<file path="config.mk">
export PLATFORM = sky130hd
export DESIGN_NAME = multdiv_sequencer
export DESIGN_NICKNAME = d
export VERILOG_FILES = /design/src/rtl/multdiv_seq_pkg.sv /design/src/rtl/multdiv_sequencer.sv
export SDC_FILE = /design/constraint.sdc
export NUM_CORES = 1
export LEC_CHECK = 0
export ABC_CLOCK_PERIOD_IN_PS = 1450
export CAP_MARGIN = 15
export CORE_ASPECT_RATIO = 2
export CORE_MARGIN = 1
export CORE_UTILIZATION = 34
export CTS_BUF_LIST = sky130_fd_sc_hd__clkbuf_8 sky130_fd_sc_hd__clkbuf_16
export CTS_CLUSTER_SIZE = 14
export DETAILED_ROUTE_END_ITERATION = 12
export PLACE_DENSITY = 0.76
export RECOVER_POWER = 50
export SYNTH_ARGS = -nofsm -noshare
export SYNTH_HDL_FRONTEND = slang
export SYNTH_SLANG_ARGS = --single-unit
</file>
<file path="constraint.sdc">
create_clock -name clock -period 1.45 [get_ports clock]
set_input_delay 0.2175 -clock clock [delete_from_list [all_inputs] [get_ports clock]]
set_output_delay 0.2175 -clock clock [all_outputs]
set_load 0.005 [all_outputs]
</file>
<file path="src/rtl/multdiv_seq_pkg.sv">
// multdiv_seq_pkg: shared types and constants for the multdiv sequencer.
// State encoding, status register index and exception status codes.
package multdiv_seq_pkg;

  typedef enum logic [1:0] {
    IDLE  = 2'd0,
    START = 2'd1,
    BUSY  = 2'd2,
    WRITE = 2'd3
  } md_state_e;

  localparam logic [4:0]  RSTATUS_REG = 5'd30;
  localparam logic [31:0] RS_MULT_OVF = 32'd4;
  localparam logic [31:0] RS_DIV_EXC  = 32'd5;
  localparam logic [31:0] RS_WATCHDOG = 32'd6;

  function automatic logic [31:0] exc_code(
    input logic is_div
  );
    return is_div ? RS_DIV_EXC : RS_MULT_OVF;
  endfunction

endpackage

</file>
<file path="src/rtl/multdiv_sequencer.sv">
// multdiv_sequencer: issues mult/div to multdiv, stalls DX, and merges the
// late result into the regfile write port behind MW-stage writes.
// Ports: clock/reset (sync, active-high); issue_* from DX; busy stall;
// md_* to/from multdiv; pipe_* MW write request; ctrl_*/data_writeReg
// to the register file. Optional MULTDIV_WATCHDOG_EN aborts a hung
// BUSY after WATCHDOG_CYCLES cycles with status code 6 in r30.
module multdiv_sequencer
  import multdiv_seq_pkg::*;
#(
  parameter int WATCHDOG_CYCLES = 64
) (
  input  logic        clock,
  input  logic        reset,
  input  logic        issue_valid,
  input  logic        issue_div,
  input  logic [4:0]  issue_rd,
  input  logic [31:0] issue_a,
  input  logic [31:0] issue_b,
  output logic        busy,
  output logic        md_done,
  output logic [31:0] md_operandA,
  output logic [31:0] md_operandB,
  output logic        md_ctrl_MULT,
  output logic        md_ctrl_DIV,
  input  logic [31:0] md_result,
  input  logic        md_exception,
  input  logic        md_resultRDY,
  input  logic        pipe_we,
  input  logic [4:0]  pipe_wreg,
  input  logic [31:0] pipe_wdata,
  output logic        ctrl_writeEnable,
  output logic [4:0]  ctrl_writeReg,
  output logic [31:0] data_writeReg
);

  md_state_e   state;
  logic        op_div;
  logic [4:0]  op_rd;
  logic [31:0] hold_data;
  logic        hold_exc;

`ifdef MULTDIV_WATCHDOG_EN
  localparam logic [7:0] WD_LAST = 8'(WATCHDOG_CYCLES - 1);
  logic [7:0] wd_cnt;
`else
  logic [7:0] unused_wd;
  assign unused_wd = 8'(WATCHDOG_CYCLES);
`endif

  always_ff @(posedge clock) begin
    if (reset) begin
      state        <= IDLE;
      busy         <= 1'b0;
      md_ctrl_MULT <= 1'b0;
      md_ctrl_DIV  <= 1'b0;
      md_operandA  <= '0;
      md_operandB  <= '0;
      op_div       <= 1'b0;
      op_rd        <= '0;
      hold_data    <= '0;
      hold_exc     <= 1'b0;
`ifdef MULTDIV_WATCHDOG_EN
      wd_cnt       <= '0;
`endif
    end else begin
      md_ctrl_MULT <= 1'b0;
      md_ctrl_DIV  <= 1'b0;
      unique case (state)
        IDLE: begin
          if (issue_valid) begin
            state        <= START;
            busy         <= 1'b1;
            md_ctrl_MULT <= ~issue_div;
            md_ctrl_DIV  <= issue_div;
            md_operandA  <= issue_a;
            md_operandB  <= issue_b;
            op_div       <= issue_div;
            op_rd        <= issue_rd;
          end
        end
        START: begin
          state <= BUSY;
`ifdef MULTDIV_WATCHDOG_EN
          wd_cnt <= '0;
`endif
        end
        BUSY: begin
          // Ready beats the watchdog when both land on the same edge.
          if (md_resultRDY) begin
            state     <= WRITE;
            hold_exc  <= md_exception;
            hold_data <= md_exception ? exc_code(op_div)
                                      : md_result;
          end
`ifdef MULTDIV_WATCHDOG_EN
          else if (wd_cnt == WD_LAST) begin
            state     <= WRITE;
            hold_exc  <= 1'b1;
            hold_data <= RS_WATCHDOG;
          end else begin
            wd_cnt <= wd_cnt + 8'd1;
          end
`endif
        end
        WRITE: begin
          if (!pipe_we) begin
            state <= IDLE;
            busy  <= 1'b0;
          end
        end
        default: begin
          state <= IDLE;
          busy  <= 1'b0;
        end
      endcase
    end
  end

  // Pipeline owns the port; the held result only drains on a free cycle.
  always_comb begin
    ctrl_writeEnable = pipe_we;
    ctrl_writeReg    = pipe_wreg;
    data_writeReg    = pipe_wdata;
    md_done          = 1'b0;
    if (state == WRITE && !pipe_we) begin
      md_done          = 1'b1;
      ctrl_writeEnable = hold_exc | (op_rd != 5'd0);
      ctrl_writeReg    = hold_exc ? RSTATUS_REG : op_rd;
      data_writeReg    = hold_data;
    end
    if (reset) begin
      ctrl_writeEnable = 1'b0;
      md_done          = 1'b0;
    end
  end

endmodule

</file>
=== After elaboration in Yosys (flattened, before gate mapping) ===
Cells that the tools add are included.

* Bits in writable memories: 0
* Register bits: 108
* Memories kept: 0
* Bits in latches: 0
* Bits in read-only memories: 0
* Logic and storage cells: 46

* $lt $le $gt $ge: 0
* Add/subtract/negate cells: 0
* Multiplexer cells: 16
* Bitwise gates (word level): 4
* Multiply operators: 0
* Div/mod/pow operators: 0
* Equal/unequal tests: 6
* Shift-type cells: 0
* Reductions and logical operators: 10

{| class="wikitable"
|+ Operators by type and width
! kind !! number
|-
| $mux 32 || 2
|-
| $mux 5 || 2
|-
| $pmux 2 s4 || 1
|-
| $mux 1 || 7
|-
| $mux 2 || 3
|-
| $ne 2x2->1 const B || 3
|-
| $reduce_and 3->1 || 2
|-
| $reduce_bool 5->1 || 1
|-
| $eq 2x2->1 const B || 2
|-
| $reduce_and 2->1 || 2
|-
| $not 1->1 || 3
|-
| $reduce_or 3->1 || 1
|-
| $eq 2x1->1 const B || 1
|-
| $logic_not 2->1 || 1
|-
| $pmux 1 s2 || 1
|-
| $reduce_bool 2->1 || 1
|-
| $logic_and 1x1->1 || 1
|-
| $logic_not 1->1 || 1
|-
| $or 1x1->1 || 1
|}

=== Logic depth before layout (Yosys ltp) ===
Gate-level depths: netlist of run 1.

* Depth in word-level cells: 4
* Depth in mapped cells: 7

=== Worst setup path after synthesis of run 1 ===
OpenSTA, ideal clock, no wires.

* Kind: register to output
* Start point: reg state[1]
* End point: out data_writeReg[10]
* Required time: 1.233 ns
* Cell stages (with the launch flop): 6
* Setup slack: -0.091 ns
* Arrival: 1.323 ns
* Cells stage by stage: dfxtp_1 > ha_1 > nand2b_1 > buf_2 > buf_2 > mux2_2

* Longest elaborated chain between the ends: 3

{| class="wikitable"
|+ RTL lines
! what !! line !! source
|-
| start: declaration || multdiv_sequencer.sv:36 || <nowiki>md_state_e state;</nowiki>
|-
| start signal: assignment || multdiv_sequencer.sv:52 || <nowiki>state <= IDLE;</nowiki>
|-
| start signal: assignment || multdiv_sequencer.sv:71 || <nowiki>state <= START;</nowiki>
|-
| start signal: assignment || multdiv_sequencer.sv:82 || <nowiki>state <= BUSY;</nowiki>
|-
| $eq 2x2->1 || multdiv_sequencer.sv:125 || <nowiki>if (state == WRITE && !pipe_we) begin</nowiki>
|-
| $logic_and 1x1->1 || multdiv_sequencer.sv:125 ||
|-
| $mux 32 || multdiv_sequencer.sv:125 ||
|-
| end: declaration || multdiv_sequencer.sv:33 || <nowiki>output logic [31:0] data_writeReg</nowiki>
|}

Every way passes these cells.

=== Worst setup path after layout of run 1 ===
* Start point: reg state[0]
* End point: out data_writeReg[5]

The elaborated chain is that of the path after synthesis.

==> impl.org, run 1 <==
** Worst hold path
- The worst hold path passes through 2 cells.
- The worst hold path terminates at md_operandA[25].
- The worst hold path belongs to the class input port to flop.
- In this run the most critical hold path is launched from reset.

** Global routing
- Number of global-route vias before repair :: ~4,600
- The first global-routing pass estimated 21,900 um of wire.
- The number of antenna violations at the first check in global routing was 0.
- Total routing resource utilization after global routing :: 0.217
- For this run the aggregate overflow at the end of global routing stands at 0.
- Pin count of the biggest net entering global routing :: 89

** Clock network
- The H-tree generated during clock tree synthesis spans 3 levels.
- The clock passes through at most 2 buffers.
- Clock network latency to the later pin of the worst-skew pair :: 0.34 ns
- Clock-pin slew was measured on the worst setup and hold paths at 0.08 ns.
- CTS tree :: built
- Clock tree synthesis selected as its root buffer the cell sky130_fd_sc_hd__clkbuf_16.
- Number of clock sinks :: 108
- Number of buffers created by CTS :: 9

** Floorplan
- Core area :: 12,600 um2
- For this configuration, the core starts out at a cell density of 0.348.
- 251 I/O pins were placed.
- Number of placement rows :: 58
- Die Y :: 162 um
- Horizontal die dimension :: 82.1 um
- The die covers 13,300 um2.

** Drt
- Routed wl met2 :: approximately 9200 um
- For this block, the routed nets add up to roughly 16,000 um of wire.
- Met1 wire length :: 5370 um
- The first TritonRoute pass finished after 6 iterations.
- Max Used Layer :: met4
- The first routing iteration left 135 violations.
- Post-DR vias/cell :: between 4 and 5
- Post-route DRC :: 0
- Mean routed wirelength per cell :: 16.7 um
- Residual antenna-violating net count after detailed routing :: 0
- Wire segments on met3 add up to slightly below 1000 um in the final route.
- Detailed-route via count :: 4,791

** STA
- Final Skew :: 0.00881 ns
- Summed over all failing endpoints, the final setup total negative slack is -16.18 ns.
- Across all setup checks in the final design, the least slack found is -0.514 ns.
- Number of slew-limit violations in the final report :: 0
- Unrepaired setup endpoints after global routing :: yes
- At the pin with the least slew margin, the transition time is 0.466 ns.
- The worst pin sits at a relative slew slack of 0.689.
- The number of failing hold endpoints at the final stage is 0.
- Maximum clock frequency :: 509 MHz
- Shortest clock period the worst path allows after layout :: 1.96 ns
- In the finished design, the share of the clock period the worst path needs comes to 1.35.
- Setup violations remaining at the end of the flow were counted as 40.

** Cells and area
- The repair_antennas step left the layout with diodes totalling 0.
- Most frequent cells in the layout :: 172 x sky130_fd_sc_hd__clkdlybuf4s50_1, 170 x sky130_fd_sc_hd__nand2_1, 100 x sky130_fd_sc_hd__dfxtp_1
- The library cell used most frequently in the layout, excluding fill and tap cells, is sky130_fd_sc_hd__clkdlybuf4s50_1.
- Number of nets in the finished design :: ~950
- Area Overhead vs Synth :: 89.6%
- In the final layout, the share of cells above drive strength 1 is 0.236.

** Synthesis
- Cells after Synth :: approximately 540
- Counting distinct cell types in the post-synthesis netlist gives 23.
- Nets in the synthesized netlist :: 684
- For this run, the register share of the synthesized area comes to 0.496.
- The Yosys step of the flow raised 0 warnings.
- Number of register bits inferred by synthesis :: 108
- Area fraction in compound gates after synthesis :: 0.133
- Mapped Avg Cell Area :: 8.14 um2
- By area the synthesized netlist is led by sky130_fd_sc_hd__dfxtp_1 50%, sky130_fd_sc_hd__nand2_1 16%, sky130_fd_sc_hd__a21oi_1 12%, sky130_fd_sc_hd__mux2_2 8.3%, sky130_fd_sc_hd__nand3b_1 5.2%.
- Area share of the largest cell type after synthesis :: 0.496
- Synthesized cell area :: ~4400 um2
- The largest total area in the synthesized netlist belongs to sky130_fd_sc_hd__dfxtp_1.
- Of the total synthesized cell area, the portion taken by full adders, half adders and majority gates is 0.00860.
- Main combinational cell family by area after synthesis :: simple AND/OR/NAND/NOR gates
- Post-synthesis simple-gate area fraction :: 0.231
- Mux share of post-synthesis cell area :: 0.0872
- Of the total synthesized cell area, the portion taken by XOR and XNOR cells is 0.

** Power and ir drop
- The share of total power dissipated in the clock network is 0.236.
- In this run the power density over the cells is 1290 nW/um2.
- The share of total power dissipated in combinational logic is 0.415.
- Internal portion of total power :: 7.36 mW
- In this run the static leakage power is 3.25 nW.
- Total chip power :: 10.7 mW
- Summed over all nets, the switching power comes to 3.34 mW.
- Switching share of total power :: 0.312
- Flop pwr share :: 0.349
- The worst-case IR drop observed on VDD is 0.850 mV.

** Worst setup path
- Counting cells, the worst reg-to-reg path comes to 7.
- CP Capture Type :: primary output
- Along the worst path, the maximum fanout reaches 7.
- In this run the critical register-to-register path is launched from state[1].
- CP required :: between 1 and 1.5 ns
- The setup path with the least slack is of type flop to primary output.
- In this run the register-to-register setup slack is -0.02 ns.
- The worst register-to-register path ends at md_operandA[29].
- Worst endpoint data arrival time :: 1.75 ns
- The worst setup path is launched from a flop.

** Status
- The checks that failed: setup timing.
- The flow ran to the end, but the final reports show violations.

** Place
- Port buffer count :: 250
- Routability cong. :: 0.783
- After legalization and detailed placement, the total HPWL measured around 11,000 um.

** Job
- The tool flagged a number of max-cap violations equal to 0.
worst max path at each step:
stage / start / to / slack, ns / cells past startpoint
final: state[0] / data_writeReg[5] / -0.51 / 7
after global routing: state[0] / data_writeReg[5] / -0.56 / 7
after CTS: state[1] / data_writeReg[27] / -0.53 / 6
after detailed placement: pipe_we / data_writeReg[5] / -0.67 / 5
after global placement: pipe_we / data_writeReg[11] / -0.64 / 5
after floorplan: state[1] / data_writeReg[10] / 0.009 / 5
stage by stage:
stage / utilization / std cells / area, um2 / hold slack, ns / worst slack (ns)
2_1_floorplan: - / 536 / 4380 / 0.297 / 0.00854
3_3_place_gp: 0.575 / 919 / 7220 / 0.440 / -0.641
3_5_place_dp: 0.575 / 919 / 7220 / 0.447 / -0.672
4_1_cts: 0.628 / 949 / 7880 / 0.122 / -0.526
5_1_grt: 0.659 / 961 / 8270 / 0.117 / -0.561
6_report: 0.659 / 961 / 8270 / 0.132 / -0.514
flip-flops by register name, summed over array words and instances, names as in the netlist:
signal / flops
md_ctrl_MULT: 1
op_rd: 5
op_div: 1
busy: 1
md_ctrl_DIV: 1
md_operandA: 32
state: 2
hold_data: 32
md_operandB: 32
hold_exc: 1
synthesized netlist by cell type:
| library cell | n |
|---|---|
| sky130_fd_sc_hd__a211oi_1 | 1 |
| sky130_fd_sc_hd__a21oi_1 | 103 |
| sky130_fd_sc_hd__a221oi_1 | 1 |
| sky130_fd_sc_hd__and2_1 | 2 |
| sky130_fd_sc_hd__buf_1 | 1 |
| sky130_fd_sc_hd__buf_2 | 16 |
| sky130_fd_sc_hd__clkbuf_1 | 25 |
| sky130_fd_sc_hd__dfxtp_1 | 108 |
| sky130_fd_sc_hd__ha_1 | 3 |
| sky130_fd_sc_hd__inv_1 | 5 |
| sky130_fd_sc_hd__mux2_2 | 32 |
| sky130_fd_sc_hd__mux2i_1 | 2 |
| sky130_fd_sc_hd__nand2_1 | 182 |
| sky130_fd_sc_hd__nand2b_1 | 4 |
| sky130_fd_sc_hd__nand3b_1 | 30 |
| sky130_fd_sc_hd__nor2_1 | 8 |
| sky130_fd_sc_hd__nor3_1 | 3 |
| sky130_fd_sc_hd__nor3b_1 | 1 |
| sky130_fd_sc_hd__o211ai_1 | 1 |
| sky130_fd_sc_hd__o21ai_0 | 5 |
| sky130_fd_sc_hd__o221ai_1 | 1 |
| sky130_fd_sc_hd__o31ai_1 | 1 |
| sky130_fd_sc_hd__or4_1 | 1 |
power groups by stage:
stage / clock, mW / sequential (mW) / combinational, mW
after global placement: 0 / 3.73 / 3.46
after CTS: 2.60 / 3.72 / 3.79
after detailed placement: 0 / 3.76 / 3.54
after floorplan: 0 / 3.76 / 1.48
final: 2.52 / 3.73 / 4.45
after global routing: 2.71 / 3.79 / 4.78
worst max-delay path, cell delays in order (launching register included):
cell and delay, ns:
sky130_fd_sc_hd__dfxtp_2 0.35, sky130_fd_sc_hd__ha_4 0.15, sky130_fd_sc_hd__nand2b_4 0.07, sky130_fd_sc_hd__buf_12 0.14
sky130_fd_sc_hd__buf_12 0.14, sky130_fd_sc_hd__buf_8 0.12, sky130_fd_sc_hd__mux2_4 0.30, sky130_fd_sc_hd__buf_6 0.12
per-layer routing:
layer | track usage | up-vias
met5 | 0 | -
met4 | 0.0973 | 0
met3 | 0.0522 | 34
met2 | 0.413 | 189
met1 | 0.206 | 2253
li1 | - | 2315
repair_timing:
action / 4_1_cts / 5_1_grt
hold buffers: 0 / 0
gates cloned: 5 / 10
endpoints found under the setup margin: 64 / 165
pin swaps: 8 / 8
setup buffers: 9 / 3
gates resized for setup: 229 / 91
hold endpoints to repair: 0 / 0
cells by family (layout without fill, tap and decap cells):
| family | Yosys count | count (layout) |
|---|---|---|
| AND/OR/NAND/NOR | 231 | 232 |
| AO/OA/AOI/OAI | 113 | 113 |
| flip-flops | 108 | 108 |
| buffers and inverters | 47 | 321 |
| multiplexers | 34 | 34 |
| adder cells (fa/ha/maj) | 3 | 3 |
area by class of cell:
class                   instances  area, um2
clock buffers                   9        225
flip-flops and latches        108       2170
multi-input cells             382       2310
inverters                       5       18.8
repair buffers                300       3270
clock inverters                 7       82.6
fillers                       982       4280
well taps                     150        188
No activity file was read; power rests on OpenSTA's default activity.
==> inputs of run 2 (changes only) <==
--- a/config.mk
+++ b/config.mk
@@ -6,15 +6,16 @@
 export NUM_CORES = 1
 export LEC_CHECK = 0
 export ABC_CLOCK_PERIOD_IN_PS = 1450
-export CAP_MARGIN = 15
+export CAP_MARGIN = 20
 export CORE_ASPECT_RATIO = 2
-export CORE_MARGIN = 1
+export CORE_MARGIN = 1.5
 export CORE_UTILIZATION = 34
 export CTS_BUF_LIST = sky130_fd_sc_hd__clkbuf_8 sky130_fd_sc_hd__clkbuf_16
 export CTS_CLUSTER_SIZE = 14
 export DETAILED_ROUTE_END_ITERATION = 12
 export PLACE_DENSITY = 0.76
 export RECOVER_POWER = 50
+export SLEW_MARGIN = 20
 export SYNTH_ARGS = -nofsm -noshare
 export SYNTH_HDL_FRONTEND = slang
 export SYNTH_SLANG_ARGS = --single-unit
==> run 2 against run 1 <==
Effect of this change: the run still ends with setup timing left; combinational power is 2% lower; register-to-register slack better by 0.02 ns; non-clock buffer count shrank 3; sequential share of layout area is 0.42 points higher; critical endpoint is now data_writeReg[26]; critical path depth unchanged; clock power decreased by 6%; first-iteration DRC count increased by 24%; hold slack better by 0.031 ns; sequential cell count is the same.
==> impl.org, run 2 (synthesis results as in run 1) <==
** Worst setup path
- Data arrives at the worst endpoint at 1.77 ns.
- In this run the critical register-to-register path is captured at md_operandA[1].
- Worst R2R Start :: state[1]
- For flop-to-flop paths, the worst setup slack is 0 ns.
- Worst Reg-to-Reg Cells :: 7
- STA classifies the critical path startpoint as a flop.
- WS Path Type :: flop to primary output
- CP Capture Type :: primary output
- Of all nets on the critical path, the largest fanout is 7.
- STA puts the critical path data required time at 1.23 ns.

** STA
- Fin worst setup slack :: -0.541 ns
- Setup violations remaining at the end of the flow were counted as 39.
- Hold Violations, Final :: 0
- For the final routed database, the setup TNS stands at -16.90 ns.
- Setup repair after global routing could not meet its margin everywhere.
- Dividing the final minimum period by the clock period gives 1.37.
- Least-Margin Pin Slew :: between 0.5 and 0.6 ns
- Subtracting the final worst setup slack from the clock period gives 1.99 ns.
- Headroom to the max-slew limit came out at 0.643.
- For this run, the top clock speed supported by timing is 502 MHz.
- For the final database, setup skew stands at roughly 0.01 ns.
- The max-slew violation total from the final report is 0.

** Cells and area
- After the flow finishes, the layout carries non-filler instances totaling 957.
- Compared with the post-synthesis result, the final layout area differs by 87.0%.
- Commonest non-fill, non-tap cell in the layout :: sky130_fd_sc_hd__clkdlybuf4s50_1
- The multi-input combinational cells in the finished layout cover a total of 2300 um2.
- The largest registers in the layout are hold_data: 32 flops, md_operandA: 32 flops, md_operandB: 32 flops.
- The filler cells instantiated in the layout total 1,013.
- Number of nets in the finished design :: 950
- Final Instance Area :: 8160 um2
- Registers take 2180 um2.
- Leaving out fill and tap cells, the most frequent cells in the layout are 177 x sky130_fd_sc_hd__clkdlybuf4s50_1, 169 x sky130_fd_sc_hd__nand2_1, 97 x sky130_fd_sc_hd__dfxtp_1.
- In the final layout, the share of cells above drive strength 1 is 0.238.
- Number of antenna repair diodes :: 0

** Global routing
- Total congestion overflow :: 0
- The number of global-route vias before repair came to approximately 4,700.
- Entering global routing, the biggest net connects 101 pins.
- For this run, the total global-route usage over all layers was measured as 0.219.
- The number of antenna violations at the first check in global routing is 0.
- Wire length of the first global-routing pass :: 23,500 um

** Drt
- The first TritonRoute pass finished after 5 iterations.
- After detailed routing, the average wire length per cell comes to between 15 and 20 um.
- Wires add up to 16,600 um.
- Post-route DRC :: 0
- After detailed routing, the number of vias per cell comes to 4.99.
- Number of DRC markers after the initial detailed-route iteration :: between 150 and 200
- Detailed-route via count :: 4,773
- Residual antenna-violating net count after detailed routing :: 0

** Worst hold path
- Along the worst hold path, the cell count comes to 2.
- Type of the most critical hold path :: input port to flop
- In this run the most critical hold path is launched from reset.
- For hold timing, the worst endpoint is op_rd[4].

** Clock network
- Counting every sink on the clock net gives 108.
- Counting along the longest clock path gives a buffer depth of 2.
- Clk slew on worst S/H paths :: 0.08 ns
- The number of clock buffers added by TritonCTS is 9.
- Clock network latency to the later pin of the worst-skew pair :: 0.34 ns
- TritonCTS built the clock tree.
- Number of levels the H-tree was split into :: 3
- Clock tree synthesis selected as its root buffer the cell sky130_fd_sc_hd__clkbuf_16.

** Status
- The flow ran to the end, but the final reports show violations.
- The final reports fail on setup timing.

** Floorplan
- 251 I/O pins were placed.
- Die area :: 13,600 um2
- Number of placement rows :: 58
- Core area :: 12,600 um2
- Die Y :: 163 um
- The initial utilization of the core area, before any placement, comes to 0.348.
- Horizontal die dimension :: around 83 um

** Place
- After legalization and detailed placement, the total HPWL measured 10,800 um.
- Worst setup timing slack at the placement stage :: -0.676 ns
- Routability cong. :: 0.793
- Instance area at placement :: just over 7000 um2
- In this run the tool buffered the top-level ports with 250 buffer cells.
- In this run, placement finished with an instance count of 914.

** Power and ir drop
- Pleak :: 3.19 nW
- Total chip power :: approximately 10 mW
- In this run the power density over the cells is 1280 nW/um2.
- Worst voltage drop across the vdd grid :: 0.732 mV

** Job
- Number of max-capacitance violations reported :: 0
-- run 2: changes by cell type in the layout (fill, tap and decap cells not counted), sizes merged --
cell,delta
clkdlybuf4s25,-9
clkdlybuf4s50,+5
dlygate4sd2,+4
buf,-3
clkinv,-2
inv,+2
and2,-1
bufbuf,-1
bufinv,-1
clkbuf,+1
clkinvlp,+1
-- run 2: power by group --
group          internal (mW)  switching [mW]  leakage, nW
clock                   1.20            1.16        0.138
combinational           2.44            1.93         2.17
sequential              3.46           0.270        0.886
total                   7.10            3.37         3.19
-- run 2: routing by layer --
layer | share of wire | GRT usage | vias up | wire (um)
met5 | 0 | 0 | - | 0
met4 | 0.040 | 0.117 | 0 | 666
met3 | 0.049 | 0.0480 | 37 | 808
met2 | 0.58 | 0.429 | 184 | 9640
met1 | 0.33 | 0.207 | 2252 | 5530
li1 | - | - | 2300 | -
-- run 2: area by class of cell --
| type | count | area share |
|---|---|---|
| Clock buffer | 9 | 0.0276 |
| Tap cell | 150 | 0.0230 |
| Clock inverter | 7 | 0.00721 |
| Timing Repair Buffer | 297 | 0.391 |
| Multi-Input combinational cell | 381 | 0.282 |
| Sequential cell | 108 | 0.267 |
| Inverter | 5 | 0.00230 |
-- run 2: worst max path at each step --
stage                        start           endpoint  slack, ns  depth (start not counted)
after floorplan           state[1]  data_writeReg[10]      0.009                          5
after global placement     pipe_we  data_writeReg[24]      -0.63                          5
after detailed placement   pipe_we  data_writeReg[26]      -0.68                          5
after CTS                 state[1]  data_writeReg[24]      -0.55                          7
after global routing      state[0]  data_writeReg[26]      -0.58                          7
final                     state[0]  data_writeReg[26]      -0.54                          7
-- run 2: through the flow --
stage | hold WS, ns | util
floorplan | 0.297 | -
global placement | 0.442 | 0.567
detailed placement | 0.444 | 0.567
CTS | 0.150 | 0.622
global route | 0.164 | 0.650
finish | 0.163 | 0.650
-- run 2: what timing repair did --
action                     in CTS  in global routing
hold buffers                    0                  0
setup buffers                  13                  7
setup endpoints to repair     116                136
gates resized for setup       245                 92
cloned                          5                  6
pin swaps                       3                 14
-- run 2: critical path: stages, from the launching register on --
cell	delay, ns
sky130_fd_sc_hd__dfxtp_2	0.36
sky130_fd_sc_hd__ha_4	0.16
sky130_fd_sc_hd__nand2b_4	0.11
sky130_fd_sc_hd__buf_12	0.15
sky130_fd_sc_hd__buf_12	0.13
sky130_fd_sc_hd__buf_6	0.11
sky130_fd_sc_hd__mux2_4	0.30
sky130_fd_sc_hd__buf_6	0.12
